**src/rtl/sgf_norm_round_unit_if.sv**
```systemverilog
// Handshake and result bundle for the significand normalize/round stage.
// The master side issues a product; the slave side returns the rounded fraction and exponent strobes.
interface sgf_norm_round_unit_if #(
    parameter int W_Sgf = 23
);
    localparam int PW = 2 * W_Sgf + 2;

    logic              start;
    logic [PW-1:0]     sgf_prod;
    logic              sign;
    logic [1:0]        round_mode;
    logic [W_Sgf-1:0]  sgf_out;
    logic              exp_na;
    logic              exp_na_vld;
    logic              post_adj;
    logic              post_adj_vld;
    logic              zero;
    logic              busy;
    logic              done;

    modport master (
        output start, sgf_prod, sign, round_mode,
        input  sgf_out, exp_na, exp_na_vld, post_adj, post_adj_vld, zero, busy, done
    );

    modport slave (
        input  start, sgf_prod, sign, round_mode,
        output sgf_out, exp_na, exp_na_vld, post_adj, post_adj_vld, zero, busy, done
    );
endinterface

```
**src/rtl/sgf_norm_round_unit.sv**
```systemverilog
// Normalizes a 2*W_Sgf+2 bit significand product to W_Sgf+1 bits and rounds it in one of four IEEE modes.
// One FSM state per clock: IDLE -> NORM -> RND -> (ADJ) -> DONE.
module sgf_norm_round_unit #(
    parameter int W_Sgf = 23
) (
    input  logic                     clk,
    input  logic                     rst,
    sgf_norm_round_unit_if.slave     bus
);
    localparam int PW = 2 * W_Sgf + 2;

    localparam logic [2:0] S_IDLE = 3'd0;
    localparam logic [2:0] S_NORM = 3'd1;
    localparam logic [2:0] S_RND  = 3'd2;
    localparam logic [2:0] S_ADJ  = 3'd3;
    localparam logic [2:0] S_DONE = 3'd4;

    logic [2:0]        state_q,        state_d;
    logic [PW-1:0]     prod_q,         prod_d;
    logic              sign_q,         sign_d;
    logic [1:0]        mode_q,         mode_d;
    logic [W_Sgf:0]    m_q,            m_d;
    logic              g_q,            g_d;
    logic              s_q,            s_d;
    logic [W_Sgf+1:0]  r_q,            r_d;
    logic [W_Sgf-1:0]  sgf_out_q,      sgf_out_d;
    logic              exp_na_q,       exp_na_d;
    logic              exp_na_vld_q,   exp_na_vld_d;
    logic              post_adj_q,     post_adj_d;
    logic              post_adj_vld_q, post_adj_vld_d;
    logic              zero_q,         zero_d;
    logic              done_q,         done_d;

    logic              norm_hi;
    logic [W_Sgf:0]    m_n;
    logic              g_n;
    logic              s_n;
    logic              inc;
    logic [W_Sgf+1:0]  r_sum;

    // Leading-one position picks which window of the product becomes the mantissa.
    always_comb begin
        norm_hi = prod_q[PW-1];
        if (norm_hi) begin
            m_n = prod_q[PW-1:W_Sgf+1];
            g_n = prod_q[W_Sgf];
            s_n = |prod_q[W_Sgf-1:0];
        end else begin
            m_n = prod_q[PW-2:W_Sgf];
            g_n = prod_q[W_Sgf-1];
            s_n = |prod_q[W_Sgf-2:0];
        end
    end

    always_comb begin
        case (mode_q)
            2'b00:   inc = g_q & (s_q | m_q[0]);
            2'b01:   inc = 1'b0;
            2'b10:   inc = ~sign_q & (g_q | s_q);
            default: inc = sign_q & (g_q | s_q);
        endcase
        r_sum = {1'b0, m_q} + {{(W_Sgf + 1){1'b0}}, inc};
    end

    always_comb begin
        // NOTE: every _d starts from its hold value (strobes from 0) so no path through the case can infer a latch.
        state_d        = state_q;
        prod_d         = prod_q;
        sign_d         = sign_q;
        mode_d         = mode_q;
        m_d            = m_q;
        g_d            = g_q;
        s_d            = s_q;
        r_d            = r_q;
        sgf_out_d      = sgf_out_q;
        exp_na_d       = exp_na_q;
        exp_na_vld_d   = 1'b0;
        post_adj_d     = post_adj_q;
        post_adj_vld_d = 1'b0;
        zero_d         = zero_q;
        done_d         = 1'b0;

        case (state_q)
            S_IDLE: begin
                if (bus.start) begin
                    prod_d  = bus.sgf_prod;
                    sign_d  = bus.sign;
                    mode_d  = bus.round_mode;
                    state_d = S_NORM;
                end
            end
            S_NORM: begin
                m_d          = m_n;
                g_d          = g_n;
                s_d          = s_n;
                exp_na_d     = norm_hi;
                zero_d       = ~|prod_q;
                post_adj_d   = 1'b0;
                exp_na_vld_d = 1'b1;
                state_d      = S_RND;
            end
            S_RND: begin
                r_d       = r_sum;
                sgf_out_d = r_sum[W_Sgf-1:0];
                state_d   = r_sum[W_Sgf+1] ? S_ADJ : S_DONE;
            end
            S_ADJ: begin
                // A carry out means R = 10...0, so the renormalized fraction is all zeros.
                sgf_out_d      = r_q[W_Sgf:1];
                post_adj_d     = 1'b1;
                post_adj_vld_d = 1'b1;
                state_d        = S_DONE;
            end
            S_DONE: begin
                done_d  = 1'b1;
                state_d = S_IDLE;
            end
            default: state_d = S_IDLE;
        endcase
    end

    // NOTE: all state, including operand and datapath registers, is cleared on reset so an aborted operation leaves nothing behind.
    always_ff @(posedge clk) begin
        if (rst) begin
            state_q        <= S_IDLE;
            prod_q         <= '0;
            sign_q         <= 1'b0;
            mode_q         <= 2'b00;
            m_q            <= '0;
            g_q            <= 1'b0;
            s_q            <= 1'b0;
            r_q            <= '0;
            sgf_out_q      <= '0;
            exp_na_q       <= 1'b0;
            exp_na_vld_q   <= 1'b0;
            post_adj_q     <= 1'b0;
            post_adj_vld_q <= 1'b0;
            zero_q         <= 1'b0;
            done_q         <= 1'b0;
        end else begin
            // NOTE: non-blocking assignments so every flop samples the pre-edge value of every other flop.
            state_q        <= state_d;
            prod_q         <= prod_d;
            sign_q         <= sign_d;
            mode_q         <= mode_d;
            m_q            <= m_d;
            g_q            <= g_d;
            s_q            <= s_d;
            r_q            <= r_d;
            sgf_out_q      <= sgf_out_d;
            exp_na_q       <= exp_na_d;
            exp_na_vld_q   <= exp_na_vld_d;
            post_adj_q     <= post_adj_d;
            post_adj_vld_q <= post_adj_vld_d;
            zero_q         <= zero_d;
            done_q         <= done_d;
        end
    end

    assign bus.sgf_out      = sgf_out_q;
    assign bus.exp_na       = exp_na_q;
    assign bus.exp_na_vld   = exp_na_vld_q;
    assign bus.post_adj     = post_adj_q;
    assign bus.post_adj_vld = post_adj_vld_q;
    assign bus.zero         = zero_q;
    assign bus.busy         = (state_q != S_IDLE);
    assign bus.done         = done_q;

endmodule

```
**src/flat_wrapper.sv**
```systemverilog
// flat-port wrapper written by rule: the top's interface ports become plain ports
module sgf_norm_round_unit_flat 
#(
    parameter int W_Sgf = 23
)
  (clk, rst, bus_start, bus_sgf_prod, bus_sign, bus_round_mode, bus_sgf_out, bus_exp_na, bus_exp_na_vld, bus_post_adj, bus_post_adj_vld, bus_zero, bus_busy, bus_done);
  sgf_norm_round_unit_if #(.W_Sgf(W_Sgf)) bus_i ();
  input  logic clk;
  input  logic rst;
  input wire logic [$bits(bus_i.start)-1:0] bus_start;
  input wire logic [$bits(bus_i.sgf_prod)-1:0] bus_sgf_prod;
  input wire logic [$bits(bus_i.sign)-1:0] bus_sign;
  input wire logic [$bits(bus_i.round_mode)-1:0] bus_round_mode;
  output wire logic [$bits(bus_i.sgf_out)-1:0] bus_sgf_out;
  output wire logic [$bits(bus_i.exp_na)-1:0] bus_exp_na;
  output wire logic [$bits(bus_i.exp_na_vld)-1:0] bus_exp_na_vld;
  output wire logic [$bits(bus_i.post_adj)-1:0] bus_post_adj;
  output wire logic [$bits(bus_i.post_adj_vld)-1:0] bus_post_adj_vld;
  output wire logic [$bits(bus_i.zero)-1:0] bus_zero;
  output wire logic [$bits(bus_i.busy)-1:0] bus_busy;
  output wire logic [$bits(bus_i.done)-1:0] bus_done;
  assign bus_i.start = bus_start;
  assign bus_i.sgf_prod = bus_sgf_prod;
  assign bus_i.sign = bus_sign;
  assign bus_i.round_mode = bus_round_mode;
  assign bus_sgf_out = bus_i.sgf_out;
  assign bus_exp_na = bus_i.exp_na;
  assign bus_exp_na_vld = bus_i.exp_na_vld;
  assign bus_post_adj = bus_i.post_adj;
  assign bus_post_adj_vld = bus_i.post_adj_vld;
  assign bus_zero = bus_i.zero;
  assign bus_busy = bus_i.busy;
  assign bus_done = bus_i.done;
  sgf_norm_round_unit #(.W_Sgf(W_Sgf)) u_core (.clk(clk), .rst(rst), .bus(bus_i));
endmodule
```
**config.mk**
```make
export PLATFORM = sky130hd
export DESIGN_NAME = sgf_norm_round_unit_flat
export DESIGN_NICKNAME = d
export VERILOG_FILES = /design/src/rtl/sgf_norm_round_unit_if.sv /design/src/rtl/sgf_norm_round_unit.sv /design/src/flat_wrapper.sv
export SDC_FILE = /design/constraint.sdc
export NUM_CORES = 1
export LEC_CHECK = 0
export ABC_CLOCK_PERIOD_IN_PS = 2700
export BUFFER_PORTS_ARGS = -buffer_cell sky130_fd_sc_hd__buf_2
export CORE_ASPECT_RATIO = 1.2
export CORE_MARGIN = 8
export CORE_UTILIZATION = 38
export DETAILED_ROUTE_END_ITERATION = 10
export PLACE_DENSITY_LB_ADDON = 0.08
export SLEW_MARGIN = 25
export SYNTH_ARGS = -nofsm -noshare
export SYNTH_HDL_FRONTEND = slang
export SYNTH_SLANG_ARGS = --single-unit
```
**constraint.sdc**
```tcl
create_clock -name clk -period 2.7 [get_ports clk]
set_clock_uncertainty 0.05 [all_clocks]
set_input_delay 0.27 -clock clk [delete_from_list [all_inputs] [get_ports clk]]
set_output_delay 0.27 -clock clk [all_outputs]
set_load 0.02 [all_outputs]
```
# Word-level counts from Yosys, hierarchy flattened
# Index checks and enable logic that the tools add are counted.
[word_totals]
reg_bits = 133
in_bits = 54
output_inout_bits = 30
elab_cells = 51
[op_classes]
n_addsub = 1
n_eq_ne = 7
mux = 12
bitwise = 6
reduce_logical = 10
[ops]
columns = ["op", "count"]
rows = [
  ["$reduce_or 48->1", 1],
  ["$pmux 23 s2", 1],
  ["$add 24x1->25", 1],
  ["$mux 24", 1],
  ["$reduce_or 23->1", 1],
  ["$reduce_or 22->1", 1],
  ["$pmux 3 s4", 1],
  ["$eq 3x2->1 const B", 2],
  ["$mux 3", 2],
  ["$mux 1", 5],
  ["$reduce_bool 2->1", 2],
  ["$and 1x1->1", 3],
  ["$eq 3x1->1 const B", 1],
  ["$eq 3x3->1 const B", 1],
  ["$logic_not 3->1", 1],
  ["$pmux 1 s3", 1],
  ["$reduce_bool 3->1", 1],
  ["$eq 2x1->1 const B", 1],
  ["$eq 2x2->1 const B", 1],
  ["$logic_not 2->1", 1],
  ["$ne 2x2->1 const B", 1],
  ["$or 1x1->1", 2],
  ["$pmux 1 s2", 1],
  ["$reduce_and 2->1", 1],
  ["2 further kinds", 2],
]

# Longest topological paths before layout
# Gate-level depths: netlist of run 1.
[depth]
ltp_word = 6
ltp_mapped = 13
ltp_nobuf = 12

# Least setup slack after synthesis of run 1
# No wires, ideal clock.
[synth_path]
path_type = "register -> register"
start = "register u_core.mode_q[0]"
end = "register u_core.state_q[0]"
setup_time_ns = 0.070
t_arrival_ns = 2.304
required_ns = 2.580
slack_ns = 0.276
path_stages_with_launch = 13
path_buffers = 1
period_less_slack_ns = 2.424
path_cell_list = "dfxtp_1 > inv_1 > a21oi_1 > a31oi_1 > o21ai_0 > a21oi_1 > ha_1 > ha_1 > and4_1 > buf_2 > nand4_1 > or3_1 > a21oi_1"
[synth_between]
elab_chain_cells = 5
word_cells_on_any_way = 7
cone_classes = "add/sub (1); eq/ne (2); mux (3); reduce/logical (1)"
[synth_lines]
columns = ["item", "line", "rtl"]
rows = [
  ["start: declaration", "sgf_norm_round_unit.sv:21", "logic [1:0] mode_q, mode_d;"],
  ["start signal: assignment", "sgf_norm_round_unit.sv:145", "mode_q <= mode_d;"],
  ["$eq 2x2->1, or another cell as far along", "sgf_norm_round_unit.sv:56", "case (mode_q)"],
  ["$pmux 1 s3 (*)", "sgf_norm_round_unit.sv:56", ""],
  ["$add 24x1->25 (*)", "sgf_norm_round_unit.sv:62", "r_sum = {1'b0, m_q} + {{(W_Sgf + 1){1'b0}}, inc};"],
  ["$mux 3 (*)", "sgf_norm_round_unit.sv:105", "state_d = r_sum[W_Sgf+1] ? S_ADJ : S_DONE;"],
  ["$pmux 3 s4 (*)", "sgf_norm_round_unit.sv:83", "case (state_q)"],
  ["end signal: assignment", "sgf_norm_round_unit.sv:142", "state_q <= state_d;"],
  ["end: declaration", "sgf_norm_round_unit.sv:18", "logic [2:0] state_q, state_d;"],
]
# Mark *: on every way between the ends. The rest lies on a longest branch, timed or not.
# A chain may end at the register's enable or synchronous reset.

# Final worst setup path of run 1
[layout_path]
start = "register u_core.mode_q[0]"
end = "register u_core.state_q[1]"
# Same word-level chain as after synthesis.

==> results of run 1 <==
-- synthesized netlist by cell type (all sizes together) (10+ instances only) --
cell,instances,area share [%]
a211oi,33,4.5
a21oi,82,7.6
a22oi,14,1.9
clkbuf,39,2.9
dfxtp,132,49
mux2i,25,4.6
nand2,138,9.5
nand3,10,1.0
nor2,57,3.9
nor3,15,1.4
nor4,16,2.0
o21ai,12,1.1
-- per-layer routing --
metal	up-vias	track usage (%)
met5	-	0
met2	89	23.29
li1	2453	-
met1	2090	19.58
met4	0	6.772
met3	17	3.880
-- worst reg2reg max path, stage by stage, from the launching register on --
cell and delay [ns]:
dfxtp_1 0.31, inv_1 0.08, a21oi_1 0.07, a31oi_1 0.13, o21ai_1 0.09, a21oi_2 0.12, ha_2 0.22, ha_2 0.20
and4_1 0.22, nand4_1 0.09, buf_4 0.20, or3_1 0.40, a21oi_1 0.15
-- power breakdown --
group	total, uW	switching [uW]	internal [uW]
combinational	632	380	252
sequential	2250	149	2100
clock	2410	814	1600
total	5290	1340	3950
-- layout make-up --
cell class                 count  area [um2]  area share [%]
clock buffer                  25       515.5           7.757
clock inverter                 7       117.6           1.770
inverter                       7       26.28          0.3954
multi-input combinational    469        2589           38.96
sequential                   132        2643           39.77
tap                          175       219.0           3.295
timing repair buffer          97       535.5           8.059
-- path summary, 6_finish.rpt --
check | from | end | slack [ns] | cells after the start
worst max-delay path | u_core.mode_q[0] | u_core.state_q[1] | 0.32 | 12
worst min-delay path | bus_sgf_prod[36] | u_core.prod_q[36] | 0.03 | 3
worst max register to register | u_core.mode_q[0] | u_core.state_q[1] | 0.32 | 12
worst min register to register | u_core.bus.sgf_out[3] | u_core.bus.sgf_out[3] | 0.40 | 2
-- flip-flops by register name, indices dropped and copies added, names as in the netlist --
name,cells
u_core.bus.done,1
u_core.bus.exp_na,1
u_core.bus.exp_na_vld,1
u_core.bus.post_adj,1
u_core.bus.post_adj_vld,1
u_core.bus.sgf_out,23
u_core.bus.zero,1
u_core.g_q,1
u_core.m_q,24
u_core.mode_q,2
u_core.prod_q,48
u_core.r_q,23
u_core.s_q,1
u_core.sign_q,1
u_core.state_q,3
-- cell families after synthesis --
logic type,after synthesis
xor+xnor,15
fa+ha+maj,2
simple gates,268
flops,132
compound gates,159
buf+inv,55
mux,25
-- per-stage QoR --
stage / hold slack, ns / utilization, %
2_1_floorplan: 0.3536 / -
3_3_place_gp: 0.3913 / 42.18
3_5_place_dp: 0.3939 / 42.18
4_1_cts: 0.01834 / 46.62
5_1_grt: 0.03014 / 46.69
6_report: 0.03447 / 46.69
-- cell usage in the layout, fill, tap and decap left out, drive strengths merged, types with 3 or more instances in the layout --
cell / Yosys / routed
nand2: 138 / 138
nand4: 7 / 7
mux2i: 25 / 25
clkbuf: 39 / 25
o21a: 3 / 3
xnor2: 8 / 8
o21ai: 12 / 12
nand3b: 3 / 3
nor3: 15 / 15
bufinv: 0 / 3
o22ai: 4 / 4
nor4: 16 / 16
xor2: 7 / 7
inv: 7 / 7
a22oi: 14 / 14
a21oi: 82 / 82
clkinvlp: 0 / 3
o41ai: 3 / 3
buf: 9 / 97
and4: 4 / 4
dfxtp: 132 / 132
nand3: 10 / 10
nor4b: 3 / 3
or3: 5 / 5
nor2: 57 / 57
a211oi: 33 / 33
==> flow_summary.yaml, run 1 <==
sta:
  drv_slew: 0
  timing.final.crit_share_pct: 88.33
  timing.fmax_mhz: 419.3
  finalHoldViolCount: 0
  worst_slack_ns: 0.3152
  period_minus_slack_ns: 2.385
  worstMarginPinSlew_ns: 0.5960
  relSlewSlack_pct: 60.27
  rsz0062_at_grt: "no"
  tns_ns: 0
  setup_viol: 0
detailed_routing:
  drt-vias-per-instance: 5.098
  wl_per_cell_um: 14.76
  wl_met1_mm: 6.652
  top_layer_used: "met4"
  drc: 0
  vias: 4649
  antenna_left: 0
  drt_wl_total_mm: 13.46
  drt_iter0_markers: 365
  wl_met2_mm: 6.070
  dr.pass1.iters: 5
  route.met3.wl_um: 502
place:
  post-place-cells: 880
  portBuffers: 83
  gp_congestion: 0.8288
  place_worst_setup_slack_ns: 0.2398
  place_area_um2: 6003
  dp_hpwl_mm: 9.500
grt:
  antenna_found_initial: 0
  grt_max_degree: 81
  overflow: 0
  grt_pass1_wl_mm: 22.71
  grt_pass1_vias: 4478
  track_usage_pct: 15.14
cells_and_area:
  final_nets: 780
  postLayoutCellArea_um2: 6645
  drive_above_1_share_pct: 18.45
  diodes: 0
  num-fill-cells: 1462
  syn2layout_area_growth_pct: 21.98
  instances_no_fill: 912
clock_tree:
  postCtsSetupBuffers: 0
  h-tree-depth: 4
  cts_hold_buf: 0
  clk_latency_ns: 0.42
  cts_tree: "done"
  clock-sinks: 132
  clk_pin_slew_ns: 0.06
  cts_root_buffer: "clkbuf_16"
  cts_max_path_buffers: 2
  cts_buffers: 17
  cts_resized: 0
pwr:
  powerDensity_nw_per_um2: 796.7
  power_uw: 5294
  peakVddDrop_mv: 0.4870
  p_leak_uw: 0.002454
worst_setup_path:
  critPathCaptureType: "flip-flop"
  worst-path-buf-inv: 2
  critPathSlowestCell: "or3_1"
  crit_family: "simple AND/OR/NAND/NOR gates"
  slowest_delay_ns: 0.40
  crit_fanout: 10
  path_cells: "inv_1 -> a21oi_1 -> a31oi_1 -> o21ai_1 -> a21oi_2 -> ha_2 -> ha_2 -> and4_1 -> nand4_1 -> buf_4 -> or3_1 -> a21oi_1"
  critical_path_arrival_ns: 2.68
  startpoint_type: "flip-flop"
  cp.required_ns: 3.00
  path_class: "reg2reg"
logic_synthesis:
  synthAdderAreaFrac_pct: 0.4593
  synth.cell_area_um2: 5448
  synth_nets: 712
  ys_warn_count: 0
  syn_avg_cell_area_um2: 8.304
  synth_compound_area_share_pct: 17.82
  synth-seq-area-share_pct: 48.51
  synth_top_family_by_area: "simple AND/OR/NAND/NOR gates"
  synthMuxAreaShare_pct: 4.593
  synthFlopType: "dfxtp_1"
  postSynth.asyncResetShare_pct: 0
  synthSimpleGateAreaFrac_pct: 21.96
  synth_cell_types: 46
  synth_cells: 656
  synth-xor-area-share_pct: 2.412
  synth_edf_count: 0
  ys_seq_elements: 132
floorplan:
  start_util_pct: 38.27
  rows: 48
  io_pins: 84
  core_area_um2: 14230
  dieArea_um2: 18440
  die_w_um: 125.3
  dieHeight_um: 147.2
job:
  maxCapViolations: 0
min_path:
  worst_hold_path_type: "in2reg"
status:
  outcome: "finished, final reports clean"
Note: power is estimated with default switching activity, not from simulation.
==> run 2: changes to the inputs <==
--- a/config.mk
+++ b/config.mk
@@ -5,6 +5,7 @@
 export SDC_FILE = /design/constraint.sdc
 export NUM_CORES = 1
 export LEC_CHECK = 0
+export ABC_AREA = 1
 export ABC_CLOCK_PERIOD_IN_PS = 2700
 export BUFFER_PORTS_ARGS = -buffer_cell sky130_fd_sc_hd__buf_2
 export CORE_ASPECT_RATIO = 1.2
==> run 2 against run 1 <==
Effect of this change: global-route usage down 0.20 points; highest routed layer unchanged; utilization down 0.80 points; final cell count up 18%; total power about the same; wire length up 5.6%; first-iteration DRC count down 9.0%.
==> flow_summary.yaml, run 2 <==
pwr:
  p_leak_uw: 0.002829
  peakVddDrop_mv: 0.3940
  powerDensity_nw_per_um2: 774.8
floorplan:
  die_w_um: 128.4
  core_area_um2: 14900
  dieHeight_um: 150.9
  start_util_pct: 38.67
  rows: 49
  io_pins: 84
  dieArea_um2: 19370
grt:
  track_usage_pct: 14.95
  grt_max_degree: 96
  grt_pass1_vias: 4945
  overflow: 0
  grt_pass1_wl_mm: 23.48
  antenna_found_initial: 0
logic_synthesis:
  synth.cell_area_um2: 5761
  synth_nets: 855
  ys_top_cells_by_area: "dfxtp_1 46%, a21oi_1 11%, nand2_1 11%, o21ai_0 7.0%, inv_1 5.9%"
  synthFlopType: "dfxtp_1"
  synthAdderAreaFrac_pct: 0.4344
  synth-xor-area-share_pct: 0.7602
  synthSimpleGateAreaFrac_pct: 22.05
  synth_edf_count: 0
  synth_compound_area_share_pct: 20.72
  synth_cell_types: 32
  yosysTopAreaCell: "dfxtp_1"
  synth.top_cell.area_share_pct: 45.87
  synth_commonest_cells: "166 x nand2_1, 132 x dfxtp_1, 131 x a21oi_1"
  ys_warn_count: 0
  ys_seq_elements: 132
  synthMuxAreaShare_pct: 0
  synth_cells: 799
  synth_top_family_by_area: "simple AND/OR/NAND/NOR gates"
  syn_avg_cell_area_um2: 7.210
  synth-seq-area-share_pct: 45.87
  synth_most_common_cell: "nand2_1"
  postSynth.asyncResetShare_pct: 0
sta:
  tns_ns: 0
  rsz0062_at_grt: "no"
  setup_viol: 0
  finalHoldViolCount: 0
  worstMarginPinSlew_ns: 0.8166
  drv_slew: 0
  timing.final.crit_share_pct: 78.34
  timing.fmax_mhz: 472.8
  period_minus_slack_ns: 2.115
  relSlewSlack_pct: 45.56
worst_setup_path:
  critPathSlowestCell: "dfxtp_1"
  critPathCaptureType: "flip-flop"
  critical_path_arrival_ns: 2.34
  crit_fanout: 4
  crit_family: "compound AO/OA/AOI/OAI gates"
  worst-path-buf-inv: 1
  path_class: "reg2reg"
  slowest_delay_ns: 0.31
  cp.required_ns: 2.93
  path_cells: "inv_1 -> o22ai_1 -> o21ai_0 -> ha_1 -> ha_1 -> nand2_2 -> nor2_4 -> nand2_2 -> nor2_2 -> a21oi_1 -> o21ai_0 -> a21oi_1"
  startpoint_type: "flip-flop"
cells_and_area:
  instances_no_fill: 1079
  syn2layout_area_growth_pct: 18.68
  final_common_cell: "nand2_1"
  drive_above_1_share_pct: 16.11
  diodes: 0
  regMostFlops: "u_core.prod_q"
  largest_reg_flops: 48
  largestRegisters: "u_core.prod_q: 48 flops, u_core.m_q: 24 flops"
  layout_common_cells: "166 x nand2_1, 132 x dfxtp_1, 131 x a21oi_1"
  final_nets: 918
detailed_routing:
  dr.pass1.iters: 4
  drt_iter0_markers: 332
  wl_per_cell_um: 13.17
  wl_met2_mm: 6.738
  top_layer_used: "met4"
  route.met3.wl_um: 477
  drt-vias-per-instance: 4.748
  drc: 0
  antenna_left: 0
  wl_met1_mm: 6.908
  vias: 5123
  drt_wl_total_mm: 14.22
status:
  outcome: "finished, final reports clean"
clock_tree:
  clk_latency_ns: 0.42
  cts_root_buffer: "clkbuf_16"
  cts_tree: "done"
  h-tree-depth: 4
  postCtsSetupBuffers: 0
  cts_hold_buf: 0
  cts_max_path_buffers: 2
  cts_resized: 0
  cts_buffers: 17
  clk_pin_slew_ns: 0.06
  clock-sinks: 132
place:
  dp_hpwl_mm: 10.29
  post-place-cells: 1047
  gp_congestion: 0.8220
  portBuffers: 83
job:
  maxCapViolations: 0
min_path:
  worst_hold_path_type: "in2reg"
==> run 2: cell count changes in the layout (fill, tap and decap cells not counted), sizes merged, moves of 14 or more <==
cell / change
a211oi: -33
a21oi: +49
a22oi: -14
a31oi: +14
inv: +89
mux2i: -25
nand2: +35
nand3: +23
nor4: -15
o21ai: +69
==> run 2: logic make-up (layout without fill, tap and decap cells) <==
| group | count (synthesis) | in the layout |
|---|---|---|
| AND/OR/NAND/NOR | 288 | 288 |
| AO/OA/AOI/OAI | 232 | 232 |
| buffers and inverters | 140 | 216 |
| flip-flops | 132 | 132 |
| XOR/XNOR | 5 | 5 |
| adder cells (fa/ha/maj) | 2 | 2 |
==> run 2: final cells by class <==
cell class	instances	area, um2
Multi-Input combinational cell	527	2532
Tap cell	204	255.2
Fill cell	1598	8061
Sequential cell	132	2643
Clock inverter	14	161.4
Inverter	96	362.8
Timing Repair Buffer	88	452.9
Clock buffer	18	429.2
==> run 2: final timing paths <==
| check | slack (ns) | startpoint | cells after the start | to |
|---|---|---|---|---|
| max reg2reg | 0.58 | u_core.mode_q[0] | 12 | u_core.bus.sgf_out[10] |
| min | 0.08 | bus_sgf_prod[21] | 3 | u_core.prod_q[21] |
| max | 0.58 | u_core.mode_q[0] | 12 | u_core.bus.sgf_out[10] |
| min reg2reg | 0.40 | u_core.prod_q[13] | 2 | u_core.prod_q[13] |
==> run 2: routing by layer <==
metal,track usage [%],vias to the layer above
met2,24.77,80
met4,4.467,0
met1,18.71,2305
met5,0,-
li1,-,2732
met3,3.769,6
==> run 2: power by group <==
group | internal (uW) | switching, uW | total [uW]
Combinational | 240 | 488 | 729
Sequential | 2140 | 144 | 2280
Clock | 1440 | 840 | 2280
==> run 2: worst min-delay path: cells and delay by family <==
kind                   cells  cell delay, ns
AO/OA/AOI/OAI              1            0.06
buffers and inverters      1            0.10
AND/OR/NAND/NOR            1            0.07
==> run 2: per-stage QoR <==
stage                     hold slack (ns)  worst slack, ns  area (um2)  total power [uW]  utilization [%]
after floorplan                    0.3736           0.9078        5761              2864                -
after global placement             0.3837           0.7076        6246              3044            41.92
after detailed placement           0.3895           0.5927        6246              3060            41.92
after CTS                         0.05681           0.5928        6837              5363            45.89
after global routing              0.06626           0.4002        6837              5581            45.89
final                             0.08076           0.5849        6837              5297            45.89
==> run 3: changes to the inputs <==
--- a/config.mk
+++ b/config.mk
@@ -5,8 +5,8 @@
 export SDC_FILE = /design/constraint.sdc
 export NUM_CORES = 1
 export LEC_CHECK = 0
-export ABC_AREA = 1
-export ABC_CLOCK_PERIOD_IN_PS = 2700
+export ABC_AREA = 0
+export ABC_CLOCK_PERIOD_IN_PS = 1800
 export BUFFER_PORTS_ARGS = -buffer_cell sky130_fd_sc_hd__buf_2
 export CORE_ASPECT_RATIO = 1.2
 export CORE_MARGIN = 8
==> constraint.sdc (replaced) <==
create_clock -name clk -period 1.8 [get_ports clk]
set_clock_uncertainty 0.05 [all_clocks]
set_input_delay 0.18 -clock clk [delete_from_list [all_inputs] [get_ports clk]]
set_output_delay 0.18 -clock clk [all_outputs]
set_load 0.02 [all_outputs]
==> run 3 against run 2 <==
Effect of this change: the flow now finishes with violations (setup timing); clock power grew 56%; utilization grew 9.3 points; die area shrank 4.8%; sequential power grew 47%; critical path depth grew 1; critical path type unchanged.
==> flow_summary.yaml, run 3 (synthesis gave the netlist of run 1 again) <==
worst_setup_path:
  startpoint_type: "flip-flop"
  r2r_slack_ns: -0.49
  path_class: "reg2reg"
  cp.required_ns: 2.06
  crit_fanout: 4
  rr_endpoint: "u_core.bus.sgf_out[8]"
  critical_path_arrival_ns: 2.56
  critPathCaptureType: "flip-flop"
  regToRegStartpoint: "u_core.mode_q[0]"
  r2r_cells: 13
pwr:
  powerDensity_nw_per_um2: 1046
  power_uw: 8219
  switching_share_pct: 25.82
  peakVddDrop_mv: 0.5176
  pwr-share-comb_pct: 16.0
  clockPowerShare_pct: 43.3
  p_leak_uw: 0.003049
  p_sw_uw: 2122
  p_seq_share_pct: 40.8
  power.internal_uw: 6097
detailed_routing:
  drt-vias-per-instance: 5.086
  drt_iter0_markers: 236
  drc: 0
  antenna_left: 0
  drt_wl_total_mm: 14.59
  wl_per_cell_um: 14.60
  dr.pass1.iters: 6
  vias: 5081
clock_tree:
  h-tree-depth: 4
  clk_latency_ns: 0.42
  clk_pin_slew_ns: 0.06
  cts_root_buffer: "clkbuf_16"
  cts_tree: "done"
  cts_buffers: 17
  clock-sinks: 132
  cts_max_path_buffers: 2
floorplan:
  dieHeight_um: 147.2
  die_w_um: 125.3
  io_pins: 84
  dieArea_um2: 18440
  core_area_um2: 14230
  rows: 48
  start_util_pct: 38.27
min_path:
  worst_hold_path_type: "in2reg"
  min_from: "bus_round_mode[1]"
  hold_depth: 3
  whs_endpoint: "u_core.mode_q[1]"
sta:
  finalHoldViolCount: 0
  worst_slack_ns: -0.4944
  period_minus_slack_ns: 2.294
  relSlewSlack_pct: 68.96
  timing.fmax_mhz: 435.8
  timing.final.crit_share_pct: 127.5
  drv_slew: 0
  rsz0062_at_grt: "yes"
  worstMarginPinSlew_ns: 0.4656
  setup_viol: 45
  whs_ns: 0.03668
place:
  dp_hpwl_mm: 9.931
  post-place-cells: 912
  place_worst_setup_slack_ns: -0.5372
  gp_congestion: 0.8216
  portBuffers: 83
grt:
  antenna_found_initial: 0
  overflow: 0
  grt_max_degree: 52
  grt_pass1_wl_mm: 24.09
  track_usage_pct: 16.12
  grt_pass1_vias: 4892
cells_and_area:
  final_common_cell: "nand2_1"
  final_nets: 867
  largest_reg_flops: 48
  multiInputGateArea_um2: 2953
  regMostFlops: "u_core.prod_q"
  seqCellArea_um2: 2648
  largestRegisters: "u_core.prod_q: 48 flops, u_core.m_q: 24 flops"
  diodes: 0
  num-fill-cells: 1328
  drive_above_1_share_pct: 28.16
  instances_no_fill: 999
  syn2layout_area_growth_pct: 44.24
  layout_common_cells: "136 x nand2_1, 128 x dfxtp_1, 82 x buf_2"
status:
  violations: "setup timing"
  outcome: "finished, violations left"
job:
  maxCapViolations: 0
==> run 3: per-stage QoR <==
| stage | setup TNS, ns | utilization [%] | cell area, um2 |
|---|---|---|---|
| floorplan | -10.37 | - | 5507 |
| global placement | -15.40 | 44.76 | 6371 |
| detailed placement | -15.60 | 44.76 | 6371 |
| CTS | -13.77 | 54.25 | 7721 |
| global route | -21.76 | 55.20 | 7858 |
| finish | -14.64 | 55.20 | 7858 |
==> run 3: what timing repair did <==
item                                   CTS  global route
resized for setup                       42            26
setup endpoints to repair               46            49
pin swaps                               24            19
setup buffers                            4             2
hold buffers                            50             0
gates cloned                             0             0
endpoints found under the hold margin   50             0
==> run 3: worst max-delay path by stage <==
stage	to	slack, ns	from	cells after the start
final	u_core.bus.sgf_out[8]	-0.49	u_core.mode_q[0]	13
after global routing	u_core.bus.sgf_out[8]	-0.64	u_core.mode_q[0]	13
after CTS	u_core.bus.sgf_out[12]	-0.45	u_core.mode_q[0]	13
after detailed placement	u_core.bus.sgf_out[17]	-0.54	u_core.mode_q[0]	11
after global placement	u_core.bus.sgf_out[17]	-0.51	u_core.mode_q[0]	11
after floorplan	u_core.bus.sgf_out[18]	-0.50	u_core.mode_q[0]	13
==> run 3: power groups by stage <==
stage	clock network, uW	logic (uW)	registers, uW
after floorplan	0	705	3390
final	3560	1310	3350
after global routing	3790	1460	3380
after global placement	0	1140	3390
after CTS	3650	1290	3340
after detailed placement	0	1150	3400
==> run 3: final cells by class <==
cell class                 instances  share of cell area [%]
clock buffer                      21                   5.732
clock inverter                    11                   2.006
inverter                           7                  0.3344
multi-input combinational        469                   37.58
sequential                       132                   33.69
tap                              175                   2.787
timing repair buffer             184                   17.87
==> run 3: layer usage <==
layer / part of all wire [%] / GRT usage [%] / vias to the layer above / routed length (um)
met5: 0 / 0 / - / 0
met4: 1.6 / 6.162 / 0 / 240
met2: 48 / 26.26 / 95 / 6990
li1: - / - / 2620 / -
met3: 3.7 / 5.112 / 16 / 544
met1: 47 / 19.44 / 2350 / 6814
==> run 3: critical path, cell delays in order, from the launching register on <==
cell and delay, ns:
dfxtp_2 0.32, inv_2 0.06, a21oi_2 0.05, a31oi_1 0.12, o21ai_1 0.09, a21oi_1 0.14
ha_2 0.25, ha_4 0.14, and4_4 0.20, buf_6 0.11, buf_4 0.10, a41o_1 0.17
a21oi_2 0.08, o41ai_2 0.31
